## config.mk

```make
export PLATFORM = sky130hd
export DESIGN_NAME = mem_port_arbiter_flat
export DESIGN_NICKNAME = d
export VERILOG_FILES = /design/src/rtl/mem_port_arbiter_if.sv /design/src/rtl/mem_port_arbiter.sv /design/src/flat_wrapper.sv
export SDC_FILE = /design/constraint.sdc
export NUM_CORES = 1
export LEC_CHECK = 0
export ABC_AREA = 1
export CAP_MARGIN = 20
export CORE_UTILIZATION = 44
export CTS_CLUSTER_DIAMETER = 100
export CTS_CLUSTER_SIZE = 10
export DETAILED_ROUTE_END_ITERATION = 10
export PLACE_DENSITY = 0.83
export SETUP_SLACK_MARGIN = 0.2
export SYNTH_ARGS = -nofsm -noshare
export SYNTH_HDL_FRONTEND = slang
export SYNTH_SLANG_ARGS = --single-unit
export TNS_END_PERCENT = 50
```

## constraint.sdc

```tcl
create_clock -name clk -period 5.3 [get_ports clk]
set_input_delay 1.59 -clock clk [delete_from_list [all_inputs] [get_ports clk]]
set_output_delay 1.59 -clock clk [all_outputs]
set_load 0.01 [all_outputs]
```

## src/rtl/mem_port_arbiter_if.sv

```systemverilog
// -----------------------------------------------------------------------------
// mem_port_arbiter_if
//
// Bundles every signal between the unified memory-port arbiter and the rest of
// the CPU: the fetch-stage request/response, the memory-stage request/response,
// the non-pipelined memory port, and the stall/busy status lines.
//
//   fetch side  : if_req, if_addr, if_kill (to arbiter); if_rdata, if_valid (from)
//   data side   : d_req, d_we, d_addr, d_wdata (to arbiter); d_rdata, d_valid (from)
//   memory port : m_en, m_we, m_addr, m_wdata (from arbiter); m_rdata (to arbiter)
//   status      : stall_if, stall_mem, busy (from arbiter)
//
// slave  : the arbiter's view.
// master : the surrounding pipeline + memory view.
// -----------------------------------------------------------------------------
interface mem_port_arbiter_if;
    logic        if_req;
    logic [31:0] if_addr;
    logic        if_kill;
    logic [31:0] if_rdata;
    logic        if_valid;

    logic        d_req;
    logic        d_we;
    logic [31:0] d_addr;
    logic [31:0] d_wdata;
    logic [31:0] d_rdata;
    logic        d_valid;

    logic        m_en;
    logic        m_we;
    logic [31:0] m_addr;
    logic [31:0] m_wdata;
    logic [31:0] m_rdata;

    logic        stall_if;
    logic        stall_mem;
    logic        busy;

    modport slave (
        input  if_req, if_addr, if_kill,
        output if_rdata, if_valid,
        input  d_req, d_we, d_addr, d_wdata,
        output d_rdata, d_valid,
        output m_en, m_we, m_addr, m_wdata,
        input  m_rdata,
        output stall_if, stall_mem, busy
    );

    modport master (
        output if_req, if_addr, if_kill,
        input  if_rdata, if_valid,
        output d_req, d_we, d_addr, d_wdata,
        input  d_rdata, d_valid,
        input  m_en, m_we, m_addr, m_wdata,
        output m_rdata,
        input  stall_if, stall_mem, busy
    );
endinterface

```

## src/rtl/mem_port_arbiter.sv

```systemverilog
// -----------------------------------------------------------------------------
// mem_port_arbiter
//
// Shares the single unified memory port between instruction fetch and the
// memory stage. One access is outstanding at a time. Data requests win the
// arbitration unless a pending fetch has already lost STARVE_MAX consecutive
// arbitrations, in which case the fetch is forced through. Each access issues
// exactly one m_en cycle; reads return data MEM_LAT cycles later, which is
// captured into the owner's registered rdata and followed by a one-cycle valid
// pulse. A fetch can be abandoned with if_kill: its memory read still runs to
// completion but if_valid is suppressed.
//
// Ports:
//   clk   : rising-edge clock
//   clear : asynchronous active-low reset
//   bus   : mem_port_arbiter_if.slave (fetch, data, memory port, status)
//
// Parameters:
//   MEM_LAT    : memory read latency counted from the m_en cycle (1..15)
//   STARVE_MAX : lost arbitrations before a pending fetch is forced (1..15)
// -----------------------------------------------------------------------------
module mem_port_arbiter #(
    parameter int unsigned MEM_LAT    = 2,
    parameter int unsigned STARVE_MAX = 4
) (
    input  logic                clk,
    input  logic                clear,
    mem_port_arbiter_if.slave   bus
);

    localparam logic [3:0] LAT_INIT   = 4'(MEM_LAT);
    localparam logic [3:0] STARVE_LIM = 4'(STARVE_MAX);

    typedef enum logic [1:0] {
        IDLE  = 2'd0,
        ISSUE = 2'd1,
        WAIT  = 2'd2,
        RESP  = 2'd3
    } state_t;

    state_t      state, state_nxt;
    logic        own_fetch, own_fetch_nxt;
    logic        we_q, we_nxt;
    logic [3:0]  lat_cnt, lat_nxt;
    logic [3:0]  starve_cnt, starve_nxt;
    logic        drop, drop_nxt;

    logic [31:0] addr_q, wdata_q;
    logic [31:0] if_rdata_q, d_rdata_q;

    logic        grant;
    logic        fetch_wins;
    logic        capture;
    logic        if_valid_int;
    logic        d_valid_int;

    // Fetch takes the port when it is alone, or when it has been starved long
    // enough; otherwise a pending data request wins.
    assign fetch_wins = bus.if_req && (!bus.d_req || (starve_cnt == STARVE_LIM));
    assign grant      = (state == IDLE) && (bus.if_req || bus.d_req);

    always_comb begin
        state_nxt     = state;
        own_fetch_nxt = own_fetch;
        we_nxt        = we_q;
        lat_nxt       = lat_cnt;
        starve_nxt    = starve_cnt;
        drop_nxt      = drop;
        capture       = 1'b0;

        unique case (state)
            IDLE: begin
                if (!bus.if_req) begin
                    starve_nxt = '0;
                end
                if (grant) begin
                    state_nxt     = ISSUE;
                    own_fetch_nxt = fetch_wins;
                    if (fetch_wins) begin
                        we_nxt     = 1'b0;
                        starve_nxt = '0;
                        // A kill landing on the granting cycle still lets the
                        // access run; only its response is thrown away.
                        drop_nxt   = bus.if_kill;
                    end else begin
                        we_nxt   = bus.d_we;
                        drop_nxt = 1'b0;
                        if (bus.if_req && (starve_cnt != STARVE_LIM)) begin
                            starve_nxt = starve_cnt + 4'd1;
                        end
                    end
                end
            end
            ISSUE: begin
                if (we_q) begin
                    state_nxt = RESP;
                end else begin
                    lat_nxt   = LAT_INIT;
                    state_nxt = WAIT;
                end
            end
            WAIT: begin
                lat_nxt = lat_cnt - 4'd1;
                // lat_cnt == 1 marks cycle (m_en + MEM_LAT), when m_rdata is live.
                if (lat_cnt == 4'd1) begin
                    capture   = 1'b1;
                    state_nxt = RESP;
                end
            end
            RESP: begin
                state_nxt = IDLE;
            end
            default: begin
                state_nxt = IDLE;
            end
        endcase

        if ((state != IDLE) && own_fetch && bus.if_kill) begin
            drop_nxt = 1'b1;
        end
    end

    always_ff @(posedge clk or negedge clear) begin
        if (!clear) begin
            state      <= IDLE;
            own_fetch  <= 1'b0;
            we_q       <= 1'b0;
            lat_cnt    <= '0;
            starve_cnt <= '0;
            drop       <= 1'b0;
            if_rdata_q <= '0;
            d_rdata_q  <= '0;
        end else begin
            state      <= state_nxt;
            own_fetch  <= own_fetch_nxt;
            we_q       <= we_nxt;
            lat_cnt    <= lat_nxt;
            starve_cnt <= starve_nxt;
            drop       <= drop_nxt;
            if (capture) begin
                if (own_fetch) begin
                    if_rdata_q <= bus.m_rdata;
                end else begin
                    d_rdata_q <= bus.m_rdata;
                end
            end
        end
    end

    // Address/write-data latches are only observed while m_en is high, so
    // they need no reset.
    always_ff @(posedge clk) begin
        if (grant) begin
            if (fetch_wins) begin
                addr_q  <= bus.if_addr;
                wdata_q <= '0;
            end else begin
                addr_q  <= bus.d_addr;
                wdata_q <= bus.d_wdata;
            end
        end
    end

    // A kill arriving in the response cycle itself also suppresses the pulse.
    assign if_valid_int = (state == RESP) && own_fetch && !drop && !bus.if_kill;
    assign d_valid_int  = (state == RESP) && !own_fetch;

    assign bus.m_en     = (state == ISSUE);
    assign bus.m_we     = (state == ISSUE) && we_q;
    assign bus.m_addr   = (state == ISSUE) ? addr_q  : '0;
    assign bus.m_wdata  = (state == ISSUE) ? wdata_q : '0;

    assign bus.if_valid = if_valid_int;
    assign bus.d_valid  = d_valid_int;
    assign bus.if_rdata = if_rdata_q;
    assign bus.d_rdata  = d_rdata_q;
    assign bus.busy     = (state != IDLE);

    // Stalls are gated by clear so that every output reads 0 while reset is held.
    assign bus.stall_if  = clear && bus.if_req && !if_valid_int && !bus.if_kill;
    assign bus.stall_mem = clear && bus.d_req && !d_valid_int;

endmodule
```

## src/flat_wrapper.sv

```systemverilog
// flat-port wrapper written by rule: the top's interface ports become plain ports
module mem_port_arbiter_flat 
#(
    parameter int unsigned MEM_LAT    = 2,
    parameter int unsigned STARVE_MAX = 4
)
  (clk, clear, bus_if_req, bus_if_addr, bus_if_kill, bus_if_rdata, bus_if_valid, bus_d_req, bus_d_we, bus_d_addr, bus_d_wdata, bus_d_rdata, bus_d_valid, bus_m_en, bus_m_we, bus_m_addr, bus_m_wdata, bus_m_rdata, bus_stall_if, bus_stall_mem, bus_busy);
  mem_port_arbiter_if bus_i ();
  input  logic clk;
  input  logic clear;
  input wire logic [$bits(bus_i.if_req)-1:0] bus_if_req;
  input wire logic [$bits(bus_i.if_addr)-1:0] bus_if_addr;
  input wire logic [$bits(bus_i.if_kill)-1:0] bus_if_kill;
  output wire logic [$bits(bus_i.if_rdata)-1:0] bus_if_rdata;
  output wire logic [$bits(bus_i.if_valid)-1:0] bus_if_valid;
  input wire logic [$bits(bus_i.d_req)-1:0] bus_d_req;
  input wire logic [$bits(bus_i.d_we)-1:0] bus_d_we;
  input wire logic [$bits(bus_i.d_addr)-1:0] bus_d_addr;
  input wire logic [$bits(bus_i.d_wdata)-1:0] bus_d_wdata;
  output wire logic [$bits(bus_i.d_rdata)-1:0] bus_d_rdata;
  output wire logic [$bits(bus_i.d_valid)-1:0] bus_d_valid;
  output wire logic [$bits(bus_i.m_en)-1:0] bus_m_en;
  output wire logic [$bits(bus_i.m_we)-1:0] bus_m_we;
  output wire logic [$bits(bus_i.m_addr)-1:0] bus_m_addr;
  output wire logic [$bits(bus_i.m_wdata)-1:0] bus_m_wdata;
  input wire logic [$bits(bus_i.m_rdata)-1:0] bus_m_rdata;
  output wire logic [$bits(bus_i.stall_if)-1:0] bus_stall_if;
  output wire logic [$bits(bus_i.stall_mem)-1:0] bus_stall_mem;
  output wire logic [$bits(bus_i.busy)-1:0] bus_busy;
  assign bus_i.if_req = bus_if_req;
  assign bus_i.if_addr = bus_if_addr;
  assign bus_i.if_kill = bus_if_kill;
  assign bus_if_rdata = bus_i.if_rdata;
  assign bus_if_valid = bus_i.if_valid;
  assign bus_i.d_req = bus_d_req;
  assign bus_i.d_we = bus_d_we;
  assign bus_i.d_addr = bus_d_addr;
  assign bus_i.d_wdata = bus_d_wdata;
  assign bus_d_rdata = bus_i.d_rdata;
  assign bus_d_valid = bus_i.d_valid;
  assign bus_m_en = bus_i.m_en;
  assign bus_m_we = bus_i.m_we;
  assign bus_m_addr = bus_i.m_addr;
  assign bus_m_wdata = bus_i.m_wdata;
  assign bus_i.m_rdata = bus_m_rdata;
  assign bus_stall_if = bus_i.stall_if;
  assign bus_stall_mem = bus_i.stall_mem;
  assign bus_busy = bus_i.busy;
  mem_port_arbiter #(.MEM_LAT(MEM_LAT), .STARVE_MAX(STARVE_MAX)) u_core (.clk(clk), .clear(clear), .bus(bus_i));
endmodule
```

## Word-level counts from Yosys, hierarchy flattened

Cells that the tools add are included.

- Register bits after elaboration: 141
- Output and inout bits: 135

- Add/subtract/negate cells: 2
- Equality and inequality tests: 9
- Mux-type cells: 20
- Bitwise gates (word level): 1
- Reduce and logical (&&, ||, !) cells: 34

Operators with widths:

| operator | number |
|---|---|
| 32-bit 2-to-1 mux | 3 |
| 4-bit 2-to-1 mux | 5 |
| 1-bit logical AND | 15 |
| 2-bit AND reduction | 6 |
| 1-bit 2-to-1 mux | 8 |
| 2-bit one-hot mux with 4 select lines | 1 |
| 4-bit one-hot mux with 2 select lines | 1 |
| 2-bit nonzero test | 4 |
| 1-bit zero test | 6 |
| 4-bit by 1-bit adder with 4-bit output, second input constant | 1 |
| 2-bit == test, second input constant | 2 |
| 4-bit by 1-bit == test with 1-bit output, second input constant | 1 |
| 4-bit by 3-bit == test with 1-bit output, second input constant | 1 |
| 2-bit 2-to-1 mux | 2 |
| 2-bit by 1-bit inequality test with 1-bit output, second input constant | 2 |
| 4-bit by 3-bit inequality test with 1-bit output, second input constant | 1 |
| 4-bit by 1-bit subtractor with 4-bit output, second input constant | 1 |
| 2-bit by 1-bit == test with 1-bit output, second input constant | 1 |
| 2-bit zero test | 1 |
| 1-bit logical OR | 2 |
| 2-bit inequality test, second input constant | 1 |
| 1-bit NOT | 1 |

## Logic depth before layout (Yosys ltp)

Gate-level depths: netlist of run 1.

- Word-level depth: 7
- Mapped depth: 9
- Mapped depth without buffers: 8

## Worst setup path before layout of run 1

Ideal clock, no wire load.

- Kind: input -> register
- Start: input port bus_if_req
- End: register u_core.we_q
- Arrival time: 5298 ps
- Path slack: -129 ps
- Stages: 5
- Path through: inv_1 -> a21oi_1 -> inv_1 -> nand2_1 -> nand2_1

- Word-level cells in the longest chain between the ends: 3
- Elaborated cells between the ends (all ways): 5
- Classes of those cells: mux (1); reduce/logical (4)

RTL lines:

| item | RTL line | text |
|---|---|---|
| start, declared | flat_wrapper.sv:11 | `input wire logic [$bits(bus_i.if_req)-1:0] bus_if_req;` |
| 1-bit logical OR | mem_port_arbiter.sv:60 | `assign grant = (state == IDLE) && (bus.if_req \|\| bus.d_req);` |
| 1-bit logical AND | mem_port_arbiter.sv:60 |  |
| via u_core.grant | mem_port_arbiter.sv:51 | `logic grant;` |
| 2-bit AND reduction (no line) | - |  |
| end signal, assigned | mem_port_arbiter.sv:136 | `we_q <= we_nxt;` |
| end, declared | mem_port_arbiter.sv:43 | `logic we_q, we_nxt;` |

The timed path passes the listed nets, and every way through them passes these cells.
A chain may end at the register's enable or synchronous reset.

## Worst setup path in the final report of run 1

- Start: input port bus_if_kill
- End: output port bus_if_valid

- Word-level cells in the longest chain between the ends: 2

RTL lines:

| item | RTL line | text |
|---|---|---|
| start, declared | flat_wrapper.sv:13 | `input wire logic [$bits(bus_i.if_kill)-1:0] bus_if_kill;` |
| 1-bit zero test | mem_port_arbiter.sv:165 | `assign if_valid_int = (state == RESP) && own_fetch && !drop && !bus.if_kill;` |
| 1-bit logical AND | mem_port_arbiter.sv:165 |  |
| end, declared | flat_wrapper.sv:15 | `output wire logic [$bits(bus_i.if_valid)-1:0] bus_if_valid;` |

No other way between the ends.

==> results of run 1 <==
[power by group]
part,total [uW],internal (uW),switching (uW)
clock network,1170,710,457
registers,1830,1620,215
logic,2100,1070,1030
[per-layer routing]
layer,wire length (um),share of wire [%],global-route usage [%],vias to the layer above
met4,315,1.8,7.87,0
met1,6840,40,27.6,2497
met2,8080,47,35.5,238
li1,-,-,-,2694
met5,0,0,0,-
met3,1800,11,8.72,23
[cell families (layout without fill, tap and decap cells)]
logic type	Yosys count	in the layout	share of synthesized area, %
AND/OR/NAND/NOR	285	285	17.8
XOR/XNOR	3	3	0.397
flip-flops	141	141	58.1
buffers and inverters	151	419	10.8
adder cells (fa/ha/maj)	9	9	1.70
AO/OA/AOI/OAI	105	105	11.2
[metrics by stage]
step	total power (uW)	hold WS, ns	cells	area, um2
floorplan	2810	0.449	694	6620
global placement	3900	0.464	1114	9290
detailed placement	3950	0.467	1114	9290
CTS	5150	0.481	1146	9880
global route	5420	0.500	1146	9880
finish	5100	0.477	1146	9880
[layout by cell type (no fill, tap or decap), types with 3 or more instances in the layout]
| cell type | synthesis | routed |
|---|---|---|
| nand3_1 | 41 | 41 |
| dfrtp_1 | 77 | 77 |
| ha_1 | 9 | 8 |
| o21ai_1 | 28 | 28 |
| nand2_1 | 227 | 227 |
| o21ai_0 | 7 | 7 |
| nand2_2 | 3 | 3 |
| a21boi_0 | 32 | 32 |
| clkbuf_16 | 0 | 19 |
| inv_1 | 113 | 113 |
| nor2_1 | 8 | 8 |
| o21ai_2 | 36 | 36 |
| edfxtp_1 | 64 | 64 |
| xor2_1 | 3 | 3 |
| inv_4 | 0 | 3 |
| clkdlybuf4s50_1 | 0 | 266 |
| buf_4 | 0 | 6 |
[sequential cells by signal, summed over array words and instances, names as in the netlist]
name	count
u_core.wdata_q	32
u_core.drop	1
u_core.lat_cnt	4
u_core.state	2
u_core.bus.d_rdata	32
u_core.addr_q	32
u_core.we_q	1
u_core.bus.if_rdata	32
u_core.starve_cnt	4
u_core.own_fetch	1
[worst reg2reg max path, cell delays in order (launching register included)]
cell     delay (ns)
dfrtp_1        0.43
inv_1          0.15
ha_1           0.24
inv_1          0.15
a21oi_4        0.35
buf_4          0.65
[worst paths after layout]
kind / to / slack (ns)
max: bus_if_valid / 0.73
min: u_core.bus.d_rdata[18] / 0.48
max reg2reg: u_core.addr_q[27] / 2.92
min reg2reg: u_core.bus.d_rdata[18] / 0.48
max in group asynchronous: u_core.bus.if_rdata[18] / 3.23
min in group asynchronous: u_core.bus.d_rdata[12] / 1.44
[cells in the mapped netlist]
cell      count  area [um2]
nor2_1        8        30.0
xor2_1        3        26.3
nor2_4        1        11.3
nand2_2       3        18.8
nand4_1       1        6.26
nand3_1      41         205
buf_6        14         158
nand3_2       1        10.0
clkbuf_8      2        27.5
edfxtp_1     64        1920
inv_1       113         424
a21boi_0     32         240
nand2_1     227         852
clkbuf_1      3        11.3
o22ai_1       1        6.26
o21ai_1      28         140
ha_1          9         113
a21oi_1       1        5.00
o21ai_0       7        35.0
nor4_1        1        6.26
o21ai_2      36         315
dfrtp_1      77        1930
nand3_4       2        35.0
inv_2         1        3.75
buf_2        18        90.1
[area by class of cell]
| class | instances | share of cell area (%) |
|---|---|---|
| clock buffers | 21 | 4.93 |
| clock inverters | 11 | 1.03 |
| inverters | 114 | 4.33 |
| multi-input cells | 402 | 21.0 |
| flip-flops and latches | 141 | 39.0 |
| well taps | 184 | 2.33 |
| repair buffers | 273 | 27.5 |
==> run_results.csv, run 1 <==
group,metric,value,unit
clock_tree,clk_latency,0.41,ns
routing,via_per_inst,4.76,
pwr,ir_worst_vdd,0.382,mV
worst_hold_path,hp-start,"u_core.bus.d_rdata[18]",
grt,antenna_found_initial,0,
synth,synthCells,694,
synth,syn-cell-area,6620,um2
finish,seq_area,3850,um2
synth,synth_seq_cells,141,
timing,fin_setup_tns,0,ns
timing,finalWorstPathRequiredPeriod,4.57,ns
clock_tree,ctsResizeCount,0,
clock_tree,post_cts_buffers,0,
setup_path,critPathLaunchType,"input port",
worst_hold_path,min_path_type,"flip-flop to flip-flop",
setup_path,worstPathArrival,2.98,ns
finish,syn_to_final_growth,49.2,%
setup_path,reg2reg_depth,5,
clock_tree,clockBufferDepth,2,
timing,fin_crit_sh,86.2,%
finish,drive_above_1_share,8.73,%
placed_design,place.gp.congestion,0.780,
routing,drt_pre_antenna_iters,4,
routing,routedWlPerCell,14.9,um
setup_path,crit_family,"buffers and inverters",
timing,finClkSkew,0.00657,ns
timing,worstMarginPinSlew,0.960,ns
synth,yosysSeqAreaShare,58.1,%
grt,grt_max_degree,78,
floorplanning,core-area,14600,um2
grt,grt_pass1_vias,5312,
clock_tree,cts_tree,"built",
clock_tree,ctsHoldBuffers,0,
clock_tree,cts_max_level,4,
finish,fillCellCount,1128,
routing,drcViolationCount,0,
setup_path,slowest_stage,"clkdlybuf4s50_1",
setup_path,critPathKind,"input port to output pin",
setup_path,critPathMostFrequentCell,"clkdlybuf4s50_1",
floorplanning,die_w,125,um
pwr,power_density,516,nW/um2
timing,hold_viol_final,0,
placed_design,hpwl,12000,um
clock_tree,cts_sinks,141,
clock_tree,clkTransAtPathRegs,0.06,ns
timing,setup_viol,0,
routing,drt_iter0_drc,326,
setup_path,crit_start,"bus_if_kill",
routing,vias,5452,
floorplanning,fp.dieArea,15500,um2
placed_design,numPortBuffers,268,
clock_tree,cts_buffers,17,
finish,utilization,67.7,%
timing,rsz0062_at_grt,"no",
synth,ys_warn_count,0,
floorplanning,io_pins,269,
finish,fin_nets,1092,
clock_tree,root_buffer,"clkbuf_16",
setup_path,worst-path-max-fanout,3,
timing,max_freq,0.219,GHz
setup_path,rr_startpoint,"u_core.state[0]",
setup_path,cp.buffers_inverters,2,
grt,grt_pass1_wl,27000,um
floorplanning,rows,44,
synth,ys_types,25,
setup_path,required,3.71,ns
timing,finalWorstSetupSlack,0.730,ns
routing,ant_nets,0,
setup_path,critPathCaptureType,"output pin",
timing,finalMaxSlewViolations,0,
timing,slew_headroom,36.0,%
pwr,p_leak,0.00473,uW
floorplanning,start_util,45.4,%
status,status,"complete, no violations",
floorplanning,chipHeight,125,um
job,max_cap_violations,0,
setup_path,critPathMaxStageDelay,0.60,ns
grt,grt_usage,22.3,%
finish,antenna_cells,0,
setup_path,crit_path_cell_trace,"clkdlybuf4s50_1 > nor4_1 > clkdlybuf4s50_1",
worst_hold_path,hold_depth,2,
routing,wl,17000,um
synth,synthesis.nets,837,
finish,multi_input_area,2070,um2
placed_design,dpl_worst_slack,0.717,ns
setup_path,crit_cells,3,
synth,avgSynthCellArea,9.54,um2
grt,grt_remaining_overflow,0,
(Power assumes the default switching activity.)
==> inputs of run 2 (changes only) <==
--- a/config.mk
+++ b/config.mk
@@ -5,13 +5,12 @@
 export SDC_FILE = /design/constraint.sdc
 export NUM_CORES = 1
 export LEC_CHECK = 0
-export ABC_AREA = 1
 export CAP_MARGIN = 20
-export CORE_UTILIZATION = 44
+export CORE_UTILIZATION = 30
 export CTS_CLUSTER_DIAMETER = 100
 export CTS_CLUSTER_SIZE = 10
 export DETAILED_ROUTE_END_ITERATION = 10
-export PLACE_DENSITY = 0.83
+export PLACE_DENSITY = 0.71
 export SETUP_SLACK_MARGIN = 0.2
 export SYNTH_ARGS = -nofsm -noshare
 export SYNTH_HDL_FRONTEND = slang
==> run 2 against run 1 <==
  * Critical path depth is 1 higher
  * Non-clock buffer count is 3 higher
  * Global-route usage is 7.2 points lower
  * Critical path type unchanged
==> run_results.csv, run 2 <==
group,metric,value,unit
finish,mostFrequentLayoutCells,"clkdlybuf4s50_1 (267), mux2_2 (98), dfrtp_1 (77)",
synth,synthAdderAreaFrac,1.83,%
finish,syn_to_final_growth,57.4,%
timing,hold_viol_final,0,
synth,synthMuxAreaShare,18.1,%
grt,grt_pass1_vias,4497,
placed_design,place.gp.congestion,0.790,
grt,grt_usage,15.1,%
routing,drt_iter0_drc,94,
floorplanning,fp.dieArea,21100,um2
clock_tree,clk_latency,0.42,ns
timing,finalMaxSlewViolations,0,
finish,fillCellCount,1797,
clock_tree,post_cts_buffers,0,
grt,grt_pass1_wl,24600,um
synth,yosysMostFrequentCell,"mux2_2",
clock_tree,clockBufferDepth,2,
synth,ys_top_cells_by_area,"dfrtp_1 (31%), edfxtp_1 (31%), mux2_2 (18%)",
synth,ys_warn_count,0,
grt,grt_max_degree,67,
synth,synth-compound-area-share,2.58,%
synth,yosysTopAreaCellShare,31.3,%
setup_path,critPathLaunchType,"input port",
synth,synth_ff_type,"dfrtp_1",
synth,syn-cell-area,6160,um2
clock_tree,cts_max_level,4,
floorplanning,start_util,30.5,%
finish,fin_nets,845,
timing,finalWorstPathRequiredPeriod,4.65,ns
timing,finClkSkew,0.0121,ns
synth,synth_seq_cells,141,
synth,synth_edf_count,64,
floorplanning,chipHeight,145,um
timing,hold_slack,0.502,ns
floorplanning,rows,52,
setup_path,required,3.71,ns
timing,setup_viol,0,
timing,worstMarginPinSlew,0.873,ns
clock_tree,cts_sinks,141,
synth,synthesis.nets,573,
setup_path,worstPathArrival,3.06,ns
setup_path,worst-path-max-fanout,8,
synth,ys_top_cells_by_count,"mux2_2 (98), dfrtp_1 (77), and2_1 (64), edfxtp_1 (64), nor2b_1 (33)",
grt,antenna_found_initial,0,
synth,synth.largest_area_cell,"dfrtp_1",
status,status,"complete, no violations",
routing,wl,15700,um
routing,routedWlPerCell,16.0,um
synth,synth-simple-area-share,12.5,%
setup_path,critPathMaxStageDelay,0.62,ns
setup_path,critPathCaptureType,"output pin",
pwr,ir_worst_vdd,0.248,mV
synth,synthCells,430,
pwr,p_leak,0.00380,uW
synth,synth-xor-area-share,0,%
finish,final_common_cell,"clkdlybuf4s50_1",
clock_tree,ctsResizeCount,0,
timing,rsz0062_at_grt,"no",
setup_path,critPathKind,"input port to output pin",
synth,avgSynthCellArea,14.3,um2
finish,drive_above_1_share,20.0,%
timing,fin_setup_tns,0,ns
grt,grt_remaining_overflow,0,
finish,antenna_cells,0,
routing,vias,4349,
placed_design,numPortBuffers,268,
routing,via_per_inst,4.42,
synth,synth_top_family_by_area,"multiplexers",
placed_design,hpwl,10900,um
setup_path,crit_path_cell_trace,"clkdlybuf4s50_1 > nand2_1 > nor3_1 > clkdlybuf4s50_1",
floorplanning,die_w,145,um
synth,yosysSeqAreaShare,62.5,%
synth,async_reset_ff_share,54.6,%
synth,ys_types,35,
routing,drcViolationCount,0,
timing,max_freq,0.215,GHz
job,max_cap_violations,0,
worst_hold_path,min_path_type,"flip-flop to flip-flop",
pwr,power_density,488,nW/um2
clock_tree,cts_tree,"built",
timing,fin_crit_sh,87.8,%
timing,slew_headroom,41.8,%
clock_tree,root_buffer,"clkbuf_16",
floorplanning,core-area,20200,um2
setup_path,critPathMostFrequentCell,"clkdlybuf4s50_1",
clock_tree,cts_buffers,17,
floorplanning,io_pins,269,
routing,ant_nets,0,
setup_path,slowest_stage,"clkdlybuf4s50_1",
clock_tree,ctsHoldBuffers,0,
clock_tree,clkTransAtPathRegs,0.06,ns
routing,drt_pre_antenna_iters,4,
==> run 2: cell count changes after synthesis, sizes merged, moves of 33 or more <==
cell | previous run | this run
o21ai | 71 | 3
nand3 | 44 | 5
and2 | 0 | 64
nand2 | 230 | 6
inv | 114 | 9
nor2b | 0 | 33
mux2 | 0 | 99
==> run 2: power by group <==
| group | total (uW) | leakage (uW) | internal, uW | switching [uW] |
|---|---|---|---|---|
| clock | 1150 | 0.000271 | 655 | 495 |
| combinational | 1860 | 0.00197 | 1090 | 773 |
| sequential | 1720 | 0.00156 | 1550 | 170 |
| total | 4730 | 0.00380 | 3290 | 1440 |
==> run 2: worst max-delay path, delay by kind of cell <==
kind / cells / cell delay (ns)
buffers and inverters: 2 / 1.20
AND/OR/NAND/NOR: 2 / 0.26
==> run 2: layer usage <==
| layer | GRT usage [%] | vias up | wire length [um] |
|---|---|---|---|
| met2 | 23.9 | 201 | 7060 |
| met4 | 6.74 | 0 | 364 |
| met1 | 18.0 | 2080 | 6730 |
| met3 | 6.29 | 17 | 1570 |
| met5 | 0 | - | 0 |
| li1 | - | 2051 | - |
==> run 2: logic make-up (layout without fill, tap and decap cells) <==
group / after synthesis / count (layout)
flops: 141 / 141
mux: 99 / 99
fa+ha+maj: 9 / 9
compound gates: 23 / 23
simple gates: 126 / 126
buf+inv: 32 / 317
==> run 2: final cells by class <==
type | instances | area [um2] | area share, %
clock buffers | 18 | 429 | 4.43
clock inverters | 14 | 133 | 1.37
inverters | 9 | 33.8 | 0.348
multi-input cells | 257 | 2170 | 22.4
flip-flops and latches | 141 | 3850 | 39.7
well taps | 270 | 338 | 3.48
repair buffers | 276 | 2740 | 28.3
==> run 2: final timing paths <==
| kind | from | end | slack, ns | cells after the start |
|---|---|---|---|---|
| max | bus_if_req | bus_stall_if | 0.65 | 4 |
| min | u_core.bus.d_rdata[27] | u_core.bus.d_rdata[27] | 0.50 | 1 |
| max reg2reg | u_core.starve_cnt[0] | u_core.addr_q[31] | 2.85 | 6 |
| min reg2reg | u_core.bus.d_rdata[27] | u_core.bus.d_rdata[27] | 0.50 | 1 |
| max in group asynchronous | clear | u_core.bus.if_rdata[10] | 3.11 | 3 |
| min in group asynchronous | clear | u_core.bus.if_rdata[15] | 1.23 | 2 |
==> run 2: metrics by stage <==
step / cells / power (uW) / area, um2 / util (%) / worst slack (ns)
after floorplan: 430 / 2560 / 6160 / - / 1.49
after global placement: 953 / 3600 / 9130 / 45.3 / 0.741
after detailed placement: 953 / 3620 / 9130 / 45.3 / 0.652
after CTS: 985 / 4810 / 9690 / 48.1 / 0.655
after global routing: 985 / 4990 / 9690 / 48.1 / 0.558
final: 985 / 4730 / 9690 / 48.1 / 0.648
==> inputs of run 3 (changes only) <==
--- a/config.mk
+++ b/config.mk
@@ -6,11 +6,11 @@
 export NUM_CORES = 1
 export LEC_CHECK = 0
 export CAP_MARGIN = 20
-export CORE_UTILIZATION = 30
+export CORE_UTILIZATION = 42
 export CTS_CLUSTER_DIAMETER = 100
 export CTS_CLUSTER_SIZE = 10
 export DETAILED_ROUTE_END_ITERATION = 10
-export PLACE_DENSITY = 0.71
+export PLACE_DENSITY = 0.91
 export SETUP_SLACK_MARGIN = 0.2
 export SYNTH_ARGS = -nofsm -noshare
 export SYNTH_HDL_FRONTEND = slang
==> run 3 against run 2 <==
  * Fmax barely moved
  * Total power rose by 1.8%
  * Die area fell by 28%
==> run_results.csv, run 3 (synthesis gave the netlist of run 2 again) <==
group,metric,value,unit
floorplanning,chipHeight,123,um
clock_tree,cts_max_level,4,
routing,ant_nets,0,
clock_tree,clockBufferDepth,2,
setup_path,worst-path-max-fanout,8,
clock_tree,cts_sinks,141,
timing,finalMaxSlewViolations,0,
clock_tree,ctsHoldBuffers,0,
clock_tree,cts_tree,"built",
setup_path,critPathLaunchType,"input port",
routing,routedWlPerCell,18.4,um
finish,final_common_cell,"clkdlybuf4s50_1",
clock_tree,cts_buffers,17,
finish,drive_above_1_share,20.1,%
finish,syn_to_final_growth,56.1,%
clock_tree,root_buffer,"clkbuf_16",
routing,drt_pre_antenna_iters,6,
finish,finalNonFillerCells,894,
setup_path,critPathMostFrequentCell,"clkdlybuf4s50_1",
clock_tree,clkTransAtPathRegs,0.06,ns
floorplanning,rows,43,
routing,met2_length,8400,um
pwr,ir_worst_vdd,0.310,mV
pwr,power_density,501,nW/um2
worst_hold_path,min_path_type,"flip-flop to flip-flop",
routing,drt_iter0_drc,244,
pwr,comb_power_share,38.8,%
setup_path,crit_path_cell_trace,"clkdlybuf4s50_1 > nand2_1 > nor3_1 > clkdlybuf4s50_1",
setup_path,critPathCaptureType,"output pin",
timing,finClkSkew,0.00636,ns
timing,rsz0062_at_grt,"no",
setup_path,critPathKind,"input port to output pin",
timing,hold_slack,0.502,ns
pwr,seq_power_share,36.1,%
floorplanning,fp.dieArea,15200,um2
finish,fin_nets,843,
finish,seq_area,3850,um2
timing,finalWorstSetupSlack,0.652,ns
pwr,clkPwrFrac,25.1,%
pwr,p_leak,0.00383,uW
floorplanning,core-area,14100,um2
routing,drcViolationCount,0,
floorplanning,start_util,43.7,%
clock_tree,post_cts_buffers,0,
grt,grt_pass1_vias,4746,
floorplanning,io_pins,269,
setup_path,slowest_stage,"clkdlybuf4s50_1",
placed_design,dp_cells,861,
placed_design,place.gp.congestion,0.794,
grt,grt_remaining_overflow,0,
grt,grt_max_degree,78,
placed_design,hpwl,11900,um
routing,vias,4438,
timing,slew_headroom,33.8,%
floorplanning,die_w,123,um
grt,grt_usage,22.0,%
status,status,"complete, no violations",
timing,worstMarginPinSlew,0.993,ns
timing,finalWorstPathRequiredPeriod,4.65,ns
finish,utilization,68.2,%
timing,max_freq,0.215,GHz
placed_design,numPortBuffers,268,
timing,fin_crit_sh,87.7,%
setup_path,required,3.71,ns
finish,mostFrequentLayoutCells,"clkdlybuf4s50_1 (267), mux2_2 (98), dfrtp_1 (77)",
finish,multi_input_area,2170,um2
finish,fillCellCount,915,
timing,hold_viol_final,0,
setup_path,worstPathArrival,3.06,ns
placed_design,dpl_worst_slack,0.635,ns
pwr,switching_share,29.6,%
routing,met1_length,6090,um
grt,antenna_found_initial,1,
setup_path,critPathMaxStageDelay,0.62,ns
job,max_cap_violations,0,
routing,wl_met3,1720,um
routing,top_layer,"met4",
grt,grt_pass1_wl,24600,um
timing,setup_viol,0,
clock_tree,ctsResizeCount,0,
pwr,p_switching,1430,uW
timing,fin_setup_tns,0,ns
routing,wl,16400,um
clock_tree,clk_latency,0.41,ns
routing,via_per_inst,4.96,
pwr,p_int,3390,uW
run 3: cell count changes in the layout (fill, tap and decap cells not counted), moves of 2 or more:
cell,delta
clkinvlp_4,-2
buf_4,-2
clkbuf_8,+2
inv_6,-4
inv_4,+2
run 3: per-layer routing:
metal	up-vias	GRT usage (%)
met2	215	39.2
met4	0	7.38
met3	17	8.44
met5	-	0
li1	2052	-
met1	2154	24.0
run 3: stage by stage:
stage	power (uW)	area [um2]
final	4820	9620
after global routing	5070	9620
after CTS	4870	9620
after detailed placement	3640	9000
after global placement	3550	9000
after floorplan	2560	6160
run 3: power groups by stage:
stage	clock (uW)	combinational (uW)	sequential (uW)
2_1_floorplan	0	745	1810
3_3_place_gp	0	1830	1730
3_5_place_dp	0	1880	1750
4_1_cts	1240	1890	1740
5_1_grt	1280	2010	1780
6_report	1210	1870	1740
run 3: worst max-delay path, delay by kind of cell:
kind                   cells  cell delay, ns
buffers and inverters      2            1.22
and+or+nand+nor            2            0.25
run 3: worst paths after layout:
path,from,to,slack [ns],cells past startpoint
max,bus_if_req,bus_stall_if,0.65,4
min,u_core.bus.if_rdata[4],u_core.bus.if_rdata[4],0.50,1
max reg2reg,u_core.starve_cnt[0],u_core.addr_q[9],2.64,6
min reg2reg,u_core.bus.if_rdata[4],u_core.bus.if_rdata[4],0.50,1
max in group asynchronous,clear,u_core.bus.d_rdata[7],3.25,2
min in group asynchronous,clear,u_core.own_fetch,1.44,2
run 3: final cells by class:
type	instances	share of cell area [%]
antenna	1	0.0260
multi-input combinational	257	22.6
sequential	141	40.0
timing repair buffer	274	28.3
inverter	9	0.351
clock buffer	21	5.05
clock inverter	11	1.31
tap	180	2.34
